`src/rtl/regfile_mp.sv`:
```
// regfile_mp: multi-port register file with busy scoreboard and clear sweep.
// Optional same-cycle write-to-read bypass when RF_BYPASS_EN is defined.
module regfile_mp #(
   parameter int XLEN  = 32,
   parameter int NREGS = 32,
   parameter int NRD   = 2,
   parameter int NWR   = 1,
   localparam int AW   = $clog2(NREGS)
) (
   input  logic                clk,
   input  logic                rst,
   input  logic                clr_req,
   output logic                ready,
   input  logic [NWR-1:0]      we,
   input  logic [NWR*AW-1:0]   waddr,
   input  logic [NWR*XLEN-1:0] wdata,
   input  logic                alloc_valid,
   input  logic [AW-1:0]       alloc_addr,
   input  logic [NRD*AW-1:0]   raddr,
   output logic [NRD*XLEN-1:0] rdata,
   output logic [NRD-1:0]      rbusy
);

   localparam logic [0:0] S_CLEAR = 1'b0;
   localparam logic [0:0] S_IDLE  = 1'b1;

   logic [0:0]      state;
   logic [AW-1:0]   cnt;
   logic [NREGS-1:1] busy;
   logic [XLEN-1:0] regs [1:NREGS-1];

   assign ready = (state == S_IDLE);

   // Sweep control and busy scoreboard; later write ports override earlier ones.
   always_ff @(posedge clk or posedge rst) begin
      if (rst) begin
         state <= S_CLEAR;
         cnt   <= AW'(1);
         busy  <= '0;
      end else begin
         unique case (state)
            S_CLEAR: begin
               cnt <= cnt + AW'(1);
               if (cnt == AW'(NREGS - 1))
                  state <= S_IDLE;
            end
            default: begin
               if (clr_req) begin
                  state <= S_CLEAR;
                  cnt   <= AW'(1);
                  busy  <= '0;
               end else begin
                  for (int i = 0; i < NWR; i++) begin
                     if (we[i] && waddr[i*AW +: AW] != '0)
                        busy[waddr[i*AW +: AW]] <= 1'b0;
                  end
                  if (alloc_valid && alloc_addr != '0)
                     busy[alloc_addr] <= 1'b1;
               end
            end
         endcase
      end
   end

   // Storage: zeroed one entry per cycle while sweeping, else port writes.
   always_ff @(posedge clk) begin
      if (state == S_CLEAR) begin
         regs[cnt] <= '0;
      end else if (!clr_req) begin
         for (int i = 0; i < NWR; i++) begin
            if (we[i] && waddr[i*AW +: AW] != '0)
               regs[waddr[i*AW +: AW]] <= wdata[i*XLEN +: XLEN];
         end
      end
   end

   // Combinational read ports; operands look not-ready while sweeping.
   always_comb begin
      logic [AW-1:0] ra;
      ra    = '0;
      rdata = '0;
      rbusy = '1;
      if (state == S_IDLE) begin
         for (int p = 0; p < NRD; p++) begin
            ra       = raddr[p*AW +: AW];
            rbusy[p] = 1'b0;
            if (ra != '0) begin
               rdata[p*XLEN +: XLEN] = regs[ra];
               rbusy[p]              = busy[ra];
`ifdef RF_BYPASS_EN
               for (int w = 0; w < NWR; w++) begin
                  if (we[w] && !clr_req && waddr[w*AW +: AW] == ra) begin
                     rdata[p*XLEN +: XLEN] = wdata[w*XLEN +: XLEN];
                     rbusy[p]              = 1'b0;
                  end
               end
`endif
            end
         end
      end
   end

endmodule

```
`config.mk`:
```
export PLATFORM = sky130hd
export DESIGN_NAME = regfile_mp
export DESIGN_NICKNAME = d
export VERILOG_FILES = /design/src/rtl/regfile_mp.sv
export SDC_FILE = /design/constraint.sdc
export NUM_CORES = 1
export LEC_CHECK = 0
export BUFFER_PORTS_ARGS = -buffer_cell sky130_fd_sc_hd__buf_2
export CAP_MARGIN = 25
export CORE_UTILIZATION = 44
export CTS_BUF_LIST = sky130_fd_sc_hd__clkbuf_8 sky130_fd_sc_hd__clkbuf_16
export CTS_CLUSTER_DIAMETER = 60
export DETAILED_ROUTE_END_ITERATION = 8
export GPL_ROUTABILITY_DRIVEN = 1
export SLEW_MARGIN = 30
export SYNTH_ARGS = -nofsm -noshare
export SYNTH_HDL_FRONTEND = slang
export SYNTH_SLANG_ARGS = --single-unit
```
`constraint.sdc`:
```
create_clock -name clk -period 6.6 [get_ports clk]
set_clock_uncertainty 0.1 [all_clocks]
set_input_delay 0.33 -clock clk [delete_from_list [all_inputs] [get_ports clk]]
set_output_delay 0.33 -clock clk [all_outputs]
set_load 0.01 [all_outputs]
```
==> results_dict.tcl, run 1 <==
set metrics [dict create \
    drtIter0Drc 2887 \
    critPathSlowestCell "a211oi_1" \
    initial_core_util 0.446 \
    grt_pass1_vias 29422 \
    outcome "finished, final reports clean" \
    avgSynthCellArea_sq_um 18.7 \
    fin_tns_setup_ns 0 \
    critPathTopFamily "buffers and inverters" \
    postSynth.asyncResetShare 0.0360 \
    drc_errors 0 \
    routedWlPerCell_microns 33.5 \
    yosysWarningCount 0 \
    clock-sinks 1029 \
    clock.fmax_mhz 239 \
    cts_max_path_buffers 3 \
    crit_start "raddr[2]" \
    path_max_fanout 58 \
    cp_slowest_stage_delay_ns 0.89 \
    wl_microns 144000 \
    core_sq_um 109000 \
    p_leak_uw 0.0177 \
    r2r-start "ready" \
    p_per_area_nw_per_um2 320 \
    grt_max_degree 106 \
    clkTransAtPathRegs_ns 0.06 \
    syn2layout_area_growth_pct 12.4 \
    worstPathArrival_ns 3.76 \
    synth_cells 2618 \
    drive_gt1_frac 0.392 \
    rsz0062_at_grt "no" \
    globalplace.congestion 0.873 \
    fin_crit_ns 4.19 \
    final_cell_area_sq_um 54900 \
    crit_required_ns 6.17 \
    die_x_microns 335 \
    portBuffers 123 \
    io-pin-count 124 \
    worstPathCellList "buf_4 > buf_4 > inv_2 > buf_4 > mux2_2 > o22ai_1 > a211oi_1 > buf_2" \
    relSlewSlack 0.300 \
    crit_path_frequent_cell "buf_4" \
    num-fill-cells 8755 \
    final-setup-viol-count 0 \
    cts_tree "yes" \
    cap_violations 0 \
    hold_viol_final 0 \
    track_usage 0.258 \
    drv_slew 0 \
    crit_buf_inv 5 \
    cts_buffers 109 \
    period_share 0.635 \
    worst_skew_pair.late_latency_ns 0.67 \
    hp-class "input port to flop" \
    yosysSeqAreaShare 0.629 \
    viasPerCell 6.57 \
    synth_edf_count 992 \
    num_rows 121 \
    overflow 0 \
    criticalPathCategory "input port to output pin" \
    power.total_uw 17500 \
    cp-end-kind "output pin" \
    multi_input_area_sq_um 17100 \
    antenna_left 0 \
    seqCellArea_sq_um 30700 \
    worst_pin_slew_ns 1.04 \
    fp.dieH_microns 335 \
    yosys_register_bits 1029 \
    synthesis.nets 2677 \
    ctsResizeCount 0 \
    ys.flop_type "edfxtp_1" \
    via_count 28241 \
    grt_antenna_before_repair 4 \
    cp-start-kind "input port" \
    grt_first_pass_wirelength_microns 209000 \
    h-tree-depth 3 \
    drt_first_pass_iters 5 \
    mostFrequentLayoutCell "edfxtp_1" \
    die_area_sq_um 112000 \
    clockRootBuffer "clkbuf_16" \
    synth_area_sq_um 48800 \
    final_cell_mix "992 x edfxtp_1, 458 x mux4_2, 134 x mux2_2" \
    ir_drop_v 0.000239 \
    hp-start "alloc_addr[2]" \
    hpwl_microns 85000 \
    place_area_sq_um 51100 \
    nets 2785 \
    synth_cell_types 67 \
]
kinds of logic (layout without fill, tap and decap cells):
family | count (synthesis) | count (layout) | synth area share
flops | 1029 | 1029 | 0.629
mux | 666 | 666 | 0.257
simple gates | 308 | 308 | 0.0316
other cells | 0 | 1 | 0
compound gates | 385 | 385 | 0.0553
buf+inv | 226 | 427 | 0.0258
xor+xnor | 2 | 2 | 0.000359
fa+ha+maj | 2 | 2 | 0.000512
worst paths after layout:
check	to	cells past startpoint	slack, ns
min reg2reg	cnt[0]	2	0.44
max	rdata[21]	8	2.41
max in group asynchronous	cnt[0]	4	5.80
min	busy[1]	3	0.05
max reg2reg	regs[24][31]	5	2.58
min in group asynchronous	busy[6]	4	0.23
final cells by class:
class | count | area share
clock buffers | 111 | 0.0506
clock inverters | 93 | 0.0172
multi-input cells | 1363 | 0.312
inverters | 10 | 0.000684
flip-flops and latches | 1029 | 0.560
repair buffers | 213 | 0.0260
well taps | 1476 | 0.0337
diodes | 1 | 0.0000456
where the power goes:
group          switching [uW]  leakage, uW  internal [uW]
Combinational            1830      0.00611           1100
Clock                    2590      0.00187           3790
Sequential                293      0.00975           7940
tightest hold or removal path: stages:
cell and delay [ns]:
buf_2 0.13, nor3_1 0.10, a32o_1 0.22
sequential cells by signal (all words and copies together) (netlist names):
name,flops
cnt,5
regs,992
ready,1
busy,31
synth_stat cells, types with 3 or more instances:
library cell,instances,share of area
and2_1,30,0.0038
mux4_2,458,0.21
nand2b_1,6,0.00077
a32o_1,31,0.0064
buf_8,4,0.0012
or2_1,7,0.00090
nand3b_1,3,0.00046
inv_1,9,0.00069
a22oi_1,3,0.00046
o22ai_1,130,0.017
nor3_1,25,0.0026
buf_6,18,0.0042
buf_1,11,0.00085
a211oi_1,125,0.019
buf_2,53,0.0054
mux2i_1,73,0.015
a21oi_1,68,0.0070
nor2b_1,6,0.00077
buf_4,38,0.0058
dfrtp_1,36,0.018
nand3_1,4,0.00041
nand2_1,51,0.0039
nor4_1,9,0.0012
clkbuf_1,89,0.0068
mux2_2,134,0.031
or2_2,53,0.0068
a211oi_2,5,0.0013
edfxtp_1,992,0.61
nor2_1,97,0.0075
or2_0,5,0.00064
layer usage:
| layer | part of all wire | vias up | GRT usage |
|---|---|---|---|
| met5 | 0.000090 | - | 0 |
| met2 | 0.49 | 1304 | 0.423 |
| met4 | 0.043 | 2 | 0.108 |
| li1 | - | 11400 | - |
| met3 | 0.069 | 260 | 0.0397 |
| met1 | 0.40 | 15275 | 0.346 |
stage by stage:
stage | hold slack [ns] | setup WS [ns] | std cells | utilization
floorplan | 0.387 | 1.39 | 2618 | -
global placement | 0.360 | 2.49 | 4085 | 0.466
detailed placement | 0.378 | 2.52 | 4085 | 0.467
CTS | 0.0114 | 2.50 | 4294 | 0.501
global route | 0.0490 | 2.35 | 4296 | 0.501
finish | 0.0528 | 2.41 | 4296 | 0.501
repair_timing:
action                    CTS  global route
hold endpoints to repair   43             0
buffers inserted            0             0
hold buffers                5             0
No activity file was read; power rests on OpenSTA's default activity.
==> run 2, diff against run 1 <==
==> constraint.sdc (replaced) <==
create_clock -name clk -period 3.6 [get_ports clk]
set_clock_uncertainty 0.1 [all_clocks]
set_input_delay 0.18 -clock clk [delete_from_list [all_inputs] [get_ports clk]]
set_output_delay 0.18 -clock clk [all_outputs]
set_load 0.01 [all_outputs]
==> results_dict.tcl, run 2 (same netlist as run 1, synthesis figures left out) <==
set metrics [dict create \
    diodes 0 \
    cts_tree "yes" \
    die_x_microns 335 \
    period_share 1.01 \
    grt_pass1_vias 29716 \
    hpwl_microns 88400 \
    power.total_uw 31400 \
    track_usage 0.259 \
    final-setup-viol-count 1 \
    via_count 28575 \
    cts_buffers 102 \
    cts_max_path_buffers 3 \
    hp-start "wdata[15]" \
    core_sq_um 109000 \
    r2r-start "ready" \
    initial_core_util 0.446 \
    fin_crit_ns 3.63 \
    hp-class "input port to flop" \
    worstPathArrival_ns 3.35 \
    num_rows 121 \
    cp-end-kind "output pin" \
    outcome "complete, but fails checks" \
    ir_drop_v 0.000384 \
    path_max_fanout 17 \
    drc_errors 0 \
    relSlewSlack 0.306 \
    cap_violations 0 \
    num-fill-cells 8746 \
    grt_antenna_before_repair 6 \
    drt_first_pass_iters 7 \
    portBuffers 123 \
    largest_reg_flops 992 \
    die_area_sq_um 112000 \
    grt_first_pass_wirelength_microns 209000 \
    regMostFlops "regs" \
    clock-sinks 1029 \
    clock.fmax_mhz 276 \
    io-pin-count 124 \
    drtIter0Drc 2967 \
    wl_microns 144000 \
    p_per_area_nw_per_um2 565 \
    worst_skew_pair.late_latency_ns 0.67 \
    worst_pin_slew_ns 1.04 \
    cp-start-kind "flop" \
    clockRootBuffer "clkbuf_16" \
    drv_slew 0 \
    mostFrequentLayoutCell "edfxtp_1" \
    drive_gt1_frac 0.393 \
    routedWlPerCell_microns 33.1 \
    setup_ws_ns -0.0294 \
    nets 2861 \
    globalplace.congestion 0.852 \
    final_cell_mix "992 x edfxtp_1, 458 x mux4_2, 134 x mux2_2" \
    crit_required_ns 3.32 \
    syn2layout_area_growth_pct 13.7 \
    hold_viol_final 0 \
    violations "negative setup slack" \
    clkTransAtPathRegs_ns 0.06 \
    criticalPathCategory "flop to output pin" \
    overflow 0 \
    antenna_left 0 \
    viasPerCell 6.55 \
    p_leak_uw 0.0181 \
    reg.largest.list "regs x992, busy x31, cnt x5" \
    fin_tns_setup_ns -0.0294 \
    rsz0062_at_grt "no" \
    grt_max_degree 63 \
    fp.dieH_microns 335 \
    crit_start "ready" \
    place_ws_ns 0.227 \
    post_cts_buffers 0 \
    h-tree-depth 3 \
]
[run 2: cell count changes in the layout (fill, tap and decap cells not counted), sizes merged]
| cell | delta |
|---|---|
| buf | +66 |
| bufinv | -8 |
| clkbuf | -7 |
| clkinv | +1 |
| clkinvlp | -1 |
| diode | -1 |
| dlygate4sd3 | +17 |
| inv | -2 |
[run 2: final cells by class]
| type | instances | area [sq um] | area share |
|---|---|---|---|
| inverters | 10 | 37.5 | 0.000676 |
| flip-flops and latches | 1029 | 30700 | 0.553 |
| repair buffers | 296 | 2400 | 0.0433 |
| clock buffers | 104 | 2590 | 0.0467 |
| clock inverters | 83 | 686 | 0.0124 |
| well taps | 1476 | 1850 | 0.0333 |
| multi-input cells | 1363 | 17200 | 0.310 |
[run 2: path summary, 6_finish.rpt]
check / end / slack, ns / cells after the start
worst max-delay path: rdata[21] / -0.03 / 6
min in group asynchronous: cnt[3] / 0.06 / 4
worst min-delay path: regs[7][15] / 0.05 / 3
worst min register to register: cnt[0] / 0.41 / 2
worst max register to register: busy[11] / 0.72 / 7
max in group asynchronous: cnt[0] / 2.97 / 4
[run 2: metal layers]
layer | GRT usage | routed length, microns
met2 | 0.427 | 70900
met5 | 0 | 46
met4 | 0.102 | 5840
met3 | 0.0395 | 10400
met1 | 0.348 | 57200
[run 2: what timing repair did]
action                                 CTS  global route
setup endpoints to repair                0             0
hold buffers                            22             0
resized for setup                        0             0
endpoints found under the hold margin   80             0
[run 2: metrics by stage]
stage,std cells,utilization,instance area (sq um),hold WS (ns)
floorplan,2618,-,49000,0.259
global placement,4150,0.475,52000,0.217
detailed placement,4150,0.475,52000,0.231
CTS,4359,0.507,55500,0.00670
global route,4361,0.507,55500,0.0569
finish,4361,0.507,55500,0.0507
[run 2: critical path, cell delays in order, from the launching register on]
cell and delay [ns]:
dfrtp_1 0.34, buf_4 0.25, inv_1 0.24, a31o_2 0.40, or2_2 0.33, a211oi_1 0.81
buf_2 0.29
[run 2: report_power, final]
group	switching [uW]	internal, uW
logic	3560	2220
clock network	4560	5990
registers	523	14500
